--- src/rtl/lock_pkg.sv ---
// Shared definitions for the lock datapath: lockout timer state encoding,
// default board clock rate and width helpers used by controller, checker and timer.
package lock_pkg;

    localparam int DEFAULT_CLK_HZ = 50_000_000;

    typedef enum logic [1:0] {
        LT_IDLE     = 2'd0,
        LT_COUNT    = 2'd1,
        LT_WAIT_LOW = 2'd2
    } lockout_state_e;

    // Bits needed to hold values 0..max_val, never less than one bit.
    function automatic int secs_width(input int max_val);
        return (max_val < 2) ? 1 : $clog2(max_val + 1);
    endfunction

    // Bits needed for a modulo-n counter (0..n-1), never less than one bit.
    function automatic int count_width(input int n);
        return (n <= 2) ? 1 : $clog2(n);
    endfunction

endpackage

--- src/rtl/lockout_timer_if.sv ---
// Sleep handshake between the lock controller (master) and the lockout timer (slave),
// plus the seconds-remaining value fed to the display path.
interface lockout_timer_if #(
    parameter int SECS_W = 6
) ();

    logic              sleep;
    logic              unlock;
    logic              end_sleep;
    logic              active;
    logic [SECS_W-1:0] secs_left;

    modport master (
        output sleep,
        output unlock,
        input  end_sleep,
        input  active,
        input  secs_left
    );

    modport slave (
        input  sleep,
        input  unlock,
        output end_sleep,
        output active,
        output secs_left
    );

endinterface

--- src/rtl/lockout_timer_sec_tick.sv ---
// sec_tick_gen: free-running prescaler producing a one-cycle tick every CLK_HZ
// enabled cycles; a synchronous clear takes priority and suppresses the tick.
module sec_tick_gen
    import lock_pkg::*;
#(
    parameter int CLK_HZ = DEFAULT_CLK_HZ
) (
    input  logic clk,
    input  logic system_reset,
    input  logic clear_i,
    input  logic enable_i,
    output logic tick_o
);

    localparam int CNT_W = count_width(CLK_HZ);
    localparam logic [CNT_W-1:0] LAST = CNT_W'(CLK_HZ - 1);

    logic [CNT_W-1:0] count_q;
    logic [CNT_W-1:0] count_d;

    always_comb begin
        count_d = count_q;
        tick_o  = 1'b0;
        if (clear_i) begin
            count_d = '0;
        end else if (enable_i) begin
            if (count_q == LAST) begin
                count_d = '0;
                tick_o  = 1'b1;
            end else begin
                count_d = count_q + 1'b1;
            end
        end
    end

    always_ff @(posedge clk) begin
        if (system_reset) begin
            count_q <= '0;
        end else begin
            count_q <= count_d;
        end
    end

endmodule

--- src/rtl/lockout_timer.sv ---
// Lockout timer: times the controller's sleep period in whole seconds and returns a
// one-cycle end_sleep. Define LOCKOUT_BACKOFF_EN for doubling durations per lockout.
module lockout_timer
    import lock_pkg::*;
#(
    parameter int CLK_HZ    = DEFAULT_CLK_HZ,
    parameter int BASE_SECS = 5,
    parameter int MAX_SECS  = 60,
    parameter int MAX_LEVEL = 3
) (
    input  logic            clk,
    input  logic            system_reset,
    lockout_timer_if.slave  tim
);

    localparam int SECS_W = secs_width(MAX_SECS);
    localparam int LVL_W  = secs_width(MAX_LEVEL);

    if (BASE_SECS <= 0) begin : g_bad_base
        $error("lockout_timer: BASE_SECS must be at least 1");
    end

    // Shift the base duration by the backoff level, saturating at the ceiling.
    function automatic logic [SECS_W-1:0] clamp_dur(input int lvl);
        longint d;
        d = longint'(BASE_SECS) << lvl;
        if (d > longint'(MAX_SECS)) begin
            d = longint'(MAX_SECS);
        end
        return SECS_W'(d);
    endfunction

    lockout_state_e    state_q, state_d;
    logic              sleep_q;
    logic [SECS_W-1:0] secs_left_q, secs_left_d;
    logic              active_q, active_d;
    logic              end_sleep_q, end_sleep_d;

    logic              arm;
    logic              abort;
    logic              expire;
    logic              tick;
    logic              presc_clear;
    logic              presc_enable;
    logic [SECS_W-1:0] dur;

    assign arm          = tim.sleep & ~sleep_q;
    assign abort        = (state_q == LT_COUNT) && !tim.sleep;
    assign presc_enable = (state_q == LT_COUNT);
    assign presc_clear  = (state_q != LT_COUNT) || abort;
    assign expire       = (state_q == LT_COUNT) && tim.sleep && tick
                          && (secs_left_q <= SECS_W'(1));

    sec_tick_gen #(
        .CLK_HZ(CLK_HZ)
    ) u_tick (
        .clk         (clk),
        .system_reset(system_reset),
        .clear_i     (presc_clear),
        .enable_i    (presc_enable),
        .tick_o      (tick)
    );

`ifdef LOCKOUT_BACKOFF_EN
    logic [LVL_W-1:0] level_q, level_d;

    // An unlock in the same cycle as an expiry must still leave the level at zero.
    always_comb begin
        level_d = level_q;
        if (expire && (level_q < LVL_W'(MAX_LEVEL))) begin
            level_d = level_q + 1'b1;
        end
        if (tim.unlock) begin
            level_d = '0;
        end
    end

    always_ff @(posedge clk) begin
        if (system_reset) begin
            level_q <= '0;
        end else begin
            level_q <= level_d;
        end
    end

    assign dur = clamp_dur(int'(level_q));
`else
    logic unused_unlock;
    localparam int unused_lvl_w = LVL_W;
    assign unused_unlock = tim.unlock;
    assign dur           = clamp_dur(0);
`endif

    always_comb begin
        state_d     = state_q;
        secs_left_d = secs_left_q;
        active_d    = active_q;
        end_sleep_d = 1'b0;
        case (state_q)
            LT_IDLE: begin
                if (arm) begin
                    secs_left_d = dur;
                    active_d    = 1'b1;
                    state_d     = LT_COUNT;
                end
            end
            LT_COUNT: begin
                if (abort) begin
                    secs_left_d = '0;
                    active_d    = 1'b0;
                    state_d     = LT_IDLE;
                end else if (expire) begin
                    secs_left_d = '0;
                    active_d    = 1'b0;
                    end_sleep_d = 1'b1;
                    state_d     = LT_WAIT_LOW;
                end else if (tick) begin
                    secs_left_d = secs_left_q - 1'b1;
                end
            end
            LT_WAIT_LOW: begin
                // Holding sleep past the pulse must not re-arm a second lockout.
                if (!tim.sleep) begin
                    state_d = LT_IDLE;
                end
            end
            default: begin
                secs_left_d = '0;
                active_d    = 1'b0;
                state_d     = LT_IDLE;
            end
        endcase
    end

    always_ff @(posedge clk) begin
        if (system_reset) begin
            state_q     <= LT_IDLE;
            sleep_q     <= 1'b0;
            secs_left_q <= '0;
            active_q    <= 1'b0;
            end_sleep_q <= 1'b0;
        end else begin
            state_q     <= state_d;
            sleep_q     <= tim.sleep;
            secs_left_q <= secs_left_d;
            active_q    <= active_d;
            end_sleep_q <= end_sleep_d;
        end
    end

    assign tim.end_sleep = end_sleep_q;
    assign tim.active    = active_q;
    assign tim.secs_left = secs_left_q;

endmodule

--- src/flat_wrapper.sv ---
// flat-port wrapper written by rule: the top's interface ports become plain ports
module lockout_timer_flat import lock_pkg::*;
#(
    parameter int CLK_HZ    = DEFAULT_CLK_HZ,
    parameter int BASE_SECS = 5,
    parameter int MAX_SECS  = 60,
    parameter int MAX_LEVEL = 3
)
  (clk, system_reset, tim_sleep, tim_unlock, tim_end_sleep, tim_active, tim_secs_left);
  lockout_timer_if #(.SECS_W((secs_width(MAX_SECS)))) tim_i ();
  input  logic clk;
  input  logic system_reset;
  input wire logic [$bits(tim_i.sleep)-1:0] tim_sleep;
  input wire logic [$bits(tim_i.unlock)-1:0] tim_unlock;
  output wire logic [$bits(tim_i.end_sleep)-1:0] tim_end_sleep;
  output wire logic [$bits(tim_i.active)-1:0] tim_active;
  output wire logic [$bits(tim_i.secs_left)-1:0] tim_secs_left;
  assign tim_i.sleep = tim_sleep;
  assign tim_i.unlock = tim_unlock;
  assign tim_end_sleep = tim_i.end_sleep;
  assign tim_active = tim_i.active;
  assign tim_secs_left = tim_i.secs_left;
  lockout_timer #(.CLK_HZ(CLK_HZ), .BASE_SECS(BASE_SECS), .MAX_SECS(MAX_SECS), .MAX_LEVEL(MAX_LEVEL)) u_core (.clk(clk), .system_reset(system_reset), .tim(tim_i));
endmodule
--- config.mk ---
export PLATFORM = sky130hd
export DESIGN_NAME = lockout_timer_flat
export DESIGN_NICKNAME = d
export VERILOG_FILES = /design/src/rtl/lock_pkg.sv /design/src/rtl/lockout_timer_if.sv /design/src/rtl/lockout_timer_sec_tick.sv /design/src/rtl/lockout_timer.sv /design/src/flat_wrapper.sv
export SDC_FILE = /design/constraint.sdc
export NUM_CORES = 1
export LEC_CHECK = 0
export BUFFER_PORTS_ARGS = -buffer_cell sky130_fd_sc_hd__buf_2
export CORE_MARGIN = 8
export CORE_UTILIZATION = 30
export CTS_CLUSTER_DIAMETER = 60
export DETAILED_ROUTE_END_ITERATION = 8
export GPL_TIMING_DRIVEN = 0
export HOLD_SLACK_MARGIN = 0.05
export PLACE_DENSITY_LB_ADDON = 0.05
export SLEW_MARGIN = 10
export SYNTH_ARGS = -nofsm -noshare
export SYNTH_HDL_FRONTEND = slang
export SYNTH_SLANG_ARGS = --single-unit
--- constraint.sdc ---
create_clock -name clk -period 2.3 [get_ports clk]
set_input_delay 0.46 -clock clk [delete_from_list [all_inputs] [get_ports clk]]
set_output_delay 0.46 -clock clk [all_outputs]
set_load 0.1 [all_outputs]
==> impl_metrics.csv <==
group,metric,value,unit
status,status,"finished clean",
global_route,overflow,0,
logic_synthesis,synth.distinct_cells,51,
clock_network,postCtsSetupRepairBufs,0,
layout,diodes,0,
clock_network,htree_levels,2,
die,core_area,5960,sq um
worst_setup_path,arrival,2360,ps
logic_synthesis,syn_inst,212,
die,die_w,94.5,um
layout,num-fill-cells,664,
layout,area_growth_syn_to_layout,14.2,%
worst_setup_path,worstSetupPathType,"reg2reg",
pwr,p_leak,0.000693,uW
routing,drc,0,
logic_synthesis,avgSynthCellArea,8.72,sq um
pwr,ir_drop,0.303,mV
global_route,grt_pass1_vias,1551,
clock_network,cts_buffer_depth,2,
global_route,grt_pass1_wl,7290,um
routing,ant_nets,0,
worst_setup_path,worstSetupEndpointType,"flop",
placed_design,dp_hpwl,3030,um
logic_synthesis,ys_ff_latch,37,
sta,tightest_slew,721,ps
clock_network,cts_tree,"done",
logic_synthesis,synth_edf_count,0,
layout,seq_area,743,sq um
sta,layout_setup_ws,125,ps
sta,min_period,2180,ps
worst_setup_path,start_kind,"flop",
logic_synthesis,yosysSeqAreaShare,0.401,
layout,multi_input_area,1070,sq um
die,fp-row-count,28,
clock_network,clkTransAtPathRegs,80,ps
worst_setup_path,critPathMaxFanout,10,
global_route,grt_max_degree,11,
placed_design,io_buffers,10,
layout,drive_above_1_share,0.179,
clock_network,ctsHoldBuffers,0,
worst_hold_path,hold_path_class,"in2reg",
placed_design,gp_congestion,0.780,
sta,maxSlewHeadroom,0.514,
logic_synthesis,syn_area,1850,sq um
global_route,track_usage,0.103,
clock_network,worstSkewPairLatency,290,ps
worst_setup_path,required,2480,ps
die,dieArea,8930,sq um
routing,viasPerCell,5.02,
placed_design,preCtsSetupSlack,0.894,ps
placed_design,dp_cells,297,
layout,fin_cells,304,
routing,firstDrtPassIters,4,
worst_setup_path,critical_path_buf_inv_count,2,
die,initial_core_util,0.311,
sta,timing.final.crit_share,0.946,
sta,fin_worst_skew,9.24,ps
pwr,power.density,633,nW/um^2
routing,drtIter0Drc,41,
run,maxCapViolCount,0,
die,ios,12,
routing,drt_wl_total,4310,um
worst_setup_path,crit_family,"simple AND/OR/NAND/NOR gates",
logic_synthesis,async_flop_share,0,
worst_setup_path,slowest_stage,"or4_1",
logic_synthesis,syn-num-nets,219,
die,die_y,94.5,um
routing,avgRoutedWirePerCell,14.2,um
layout,fin_nets,236,
routing,num_vias,1527,
clock_network,clock-root-buffer,"clkbuf_8",
global_route,antenna_found_initial,0,
logic_synthesis,ys_warn_count,0,
sta,slew_viol_final,0,
sta,finalHoldViolations,0,
worst_setup_path,slowest_delay,500,ps
clock_network,numCtsBuffers,5,
sta,grt_setup_unrepaired,"true",
clock_network,post_cts_resized,0,
logic_synthesis,synthFlopType,"dfxtp_1",
sta,timing.fmax,460,MHz
worst_setup_path,path_cells,"ha_2 -> nand2_1 -> or2_4 -> or4_1 -> buf_2 -> nand2b_2 -> buf_4 -> nor2_1",
sta,setup_viol,0,
clock_network,cts.sinks,37,
## cells in the mapped netlist, types with 3 or more instances
master / n / area, sq um
nor4_2: 3 / 37.5
xnor2_1: 12 / 105
o21ai_0: 3 / 15.0
nand4_1: 5 / 31.3
nor3_1: 6 / 30.0
or3_1: 3 / 18.8
ha_1: 3 / 37.5
xor2_1: 13 / 114
inv_1: 6 / 22.5
nor2_1: 43 / 161
nand2_1: 9 / 33.8
dfxtp_1: 37 / 741
nand3_1: 14 / 70.1
a31oi_1: 3 / 18.8
## worst paths after layout
check / cells after the start / slack, ps / startpoint / to
max reg2reg: 8 / 120 / u_core.u_tick.count_q[0] / u_core.u_tick.count_q[18]
max: 8 / 120 / u_core.u_tick.count_q[0] / u_core.u_tick.count_q[18]
min: 3 / 450 / tim_sleep / u_core.sleep_q
min reg2reg: 1 / 460 / u_core.u_tick.count_q[0] / u_core.u_tick.count_q[0]
## metrics by stage
step,setup TNS [ps],hold slack (ps),cell area (sq um),power [uW],utilization
after floorplan,0,418,1850,837,-
after global placement,0,434,2000,883,0.335
after detailed placement,0,441,2000,879,0.335
after CTS,0,437,2080,1360,0.350
after global routing,-193,474,2110,1400,0.355
final,0,453,2110,1340,0.355
## flip-flops by register name (all words and copies together), names as in the netlist
name and cells:
u_core.tim.secs_left 6, u_core.state_q 2, u_core.tim.end_sleep 1, u_core.sleep_q 1, u_core.tim.active 1, u_core.u_tick.count_q 26
## cell families after synthesis
group           share of synthesized area
mux                               0.00609
simple gates                        0.327
fa+ha+maj                          0.0203
buf+inv                            0.0359
flops                               0.401
xor+xnor                            0.118
compound gates                     0.0920
## final cells by class
class / instances / area share
well taps: 75 / 0.0444
inverters: 6 / 0.0107
plain buffers: 7 / 0.0207
clock buffers: 7 / 0.0409
multi-input cells: 162 / 0.508
repair buffers: 10 / 0.0237
flip-flops and latches: 37 / 0.352
## power by group
part	internal (uW)	switching, uW
Combinational	53.2	147
Clock	238	230
Sequential	654	13.6
Total	946	390
## worst min-delay path, cell delays in order
cell	delay (ps)
buf_2	120
inv_1	70
nor2_1	50
## metal layers
layer  track usage  share of wire  vias to the layer above
met5             0              0                        -
met4        0.0416          0.014                        0
met3        0.0286          0.031                        8
met2         0.163           0.45                       23
met1         0.129           0.50                      723
li1              -              -                      773
## layout by cell type, fill, tap and decap left out, types with 2 or more instances in the layout
cell type,count
nor2_1,43
dfxtp_1,35
nand3_1,14
xor2_1,13
buf_2,12
xnor2_1,12
nand2_1,9
inv_1,6
nor3_1,6
clkbuf_8,6
nand4_1,5
clkbuf_1,3
o21ai_0,3
or3_1,3
a31oi_1,3
or2_2,2
buf_4,2
nand4b_1,2
or4_4,2
and3_1,2
nand2b_1,2
nor4_4,2
a21oi_1,2
nor3b_1,2
and2_1,2
and4_1,2
o31ai_1,2
a21oi_2,2
a21boi_0,2
ha_1,2
dfxtp_2,2
No activity file was read; power rests on OpenSTA's default activity.
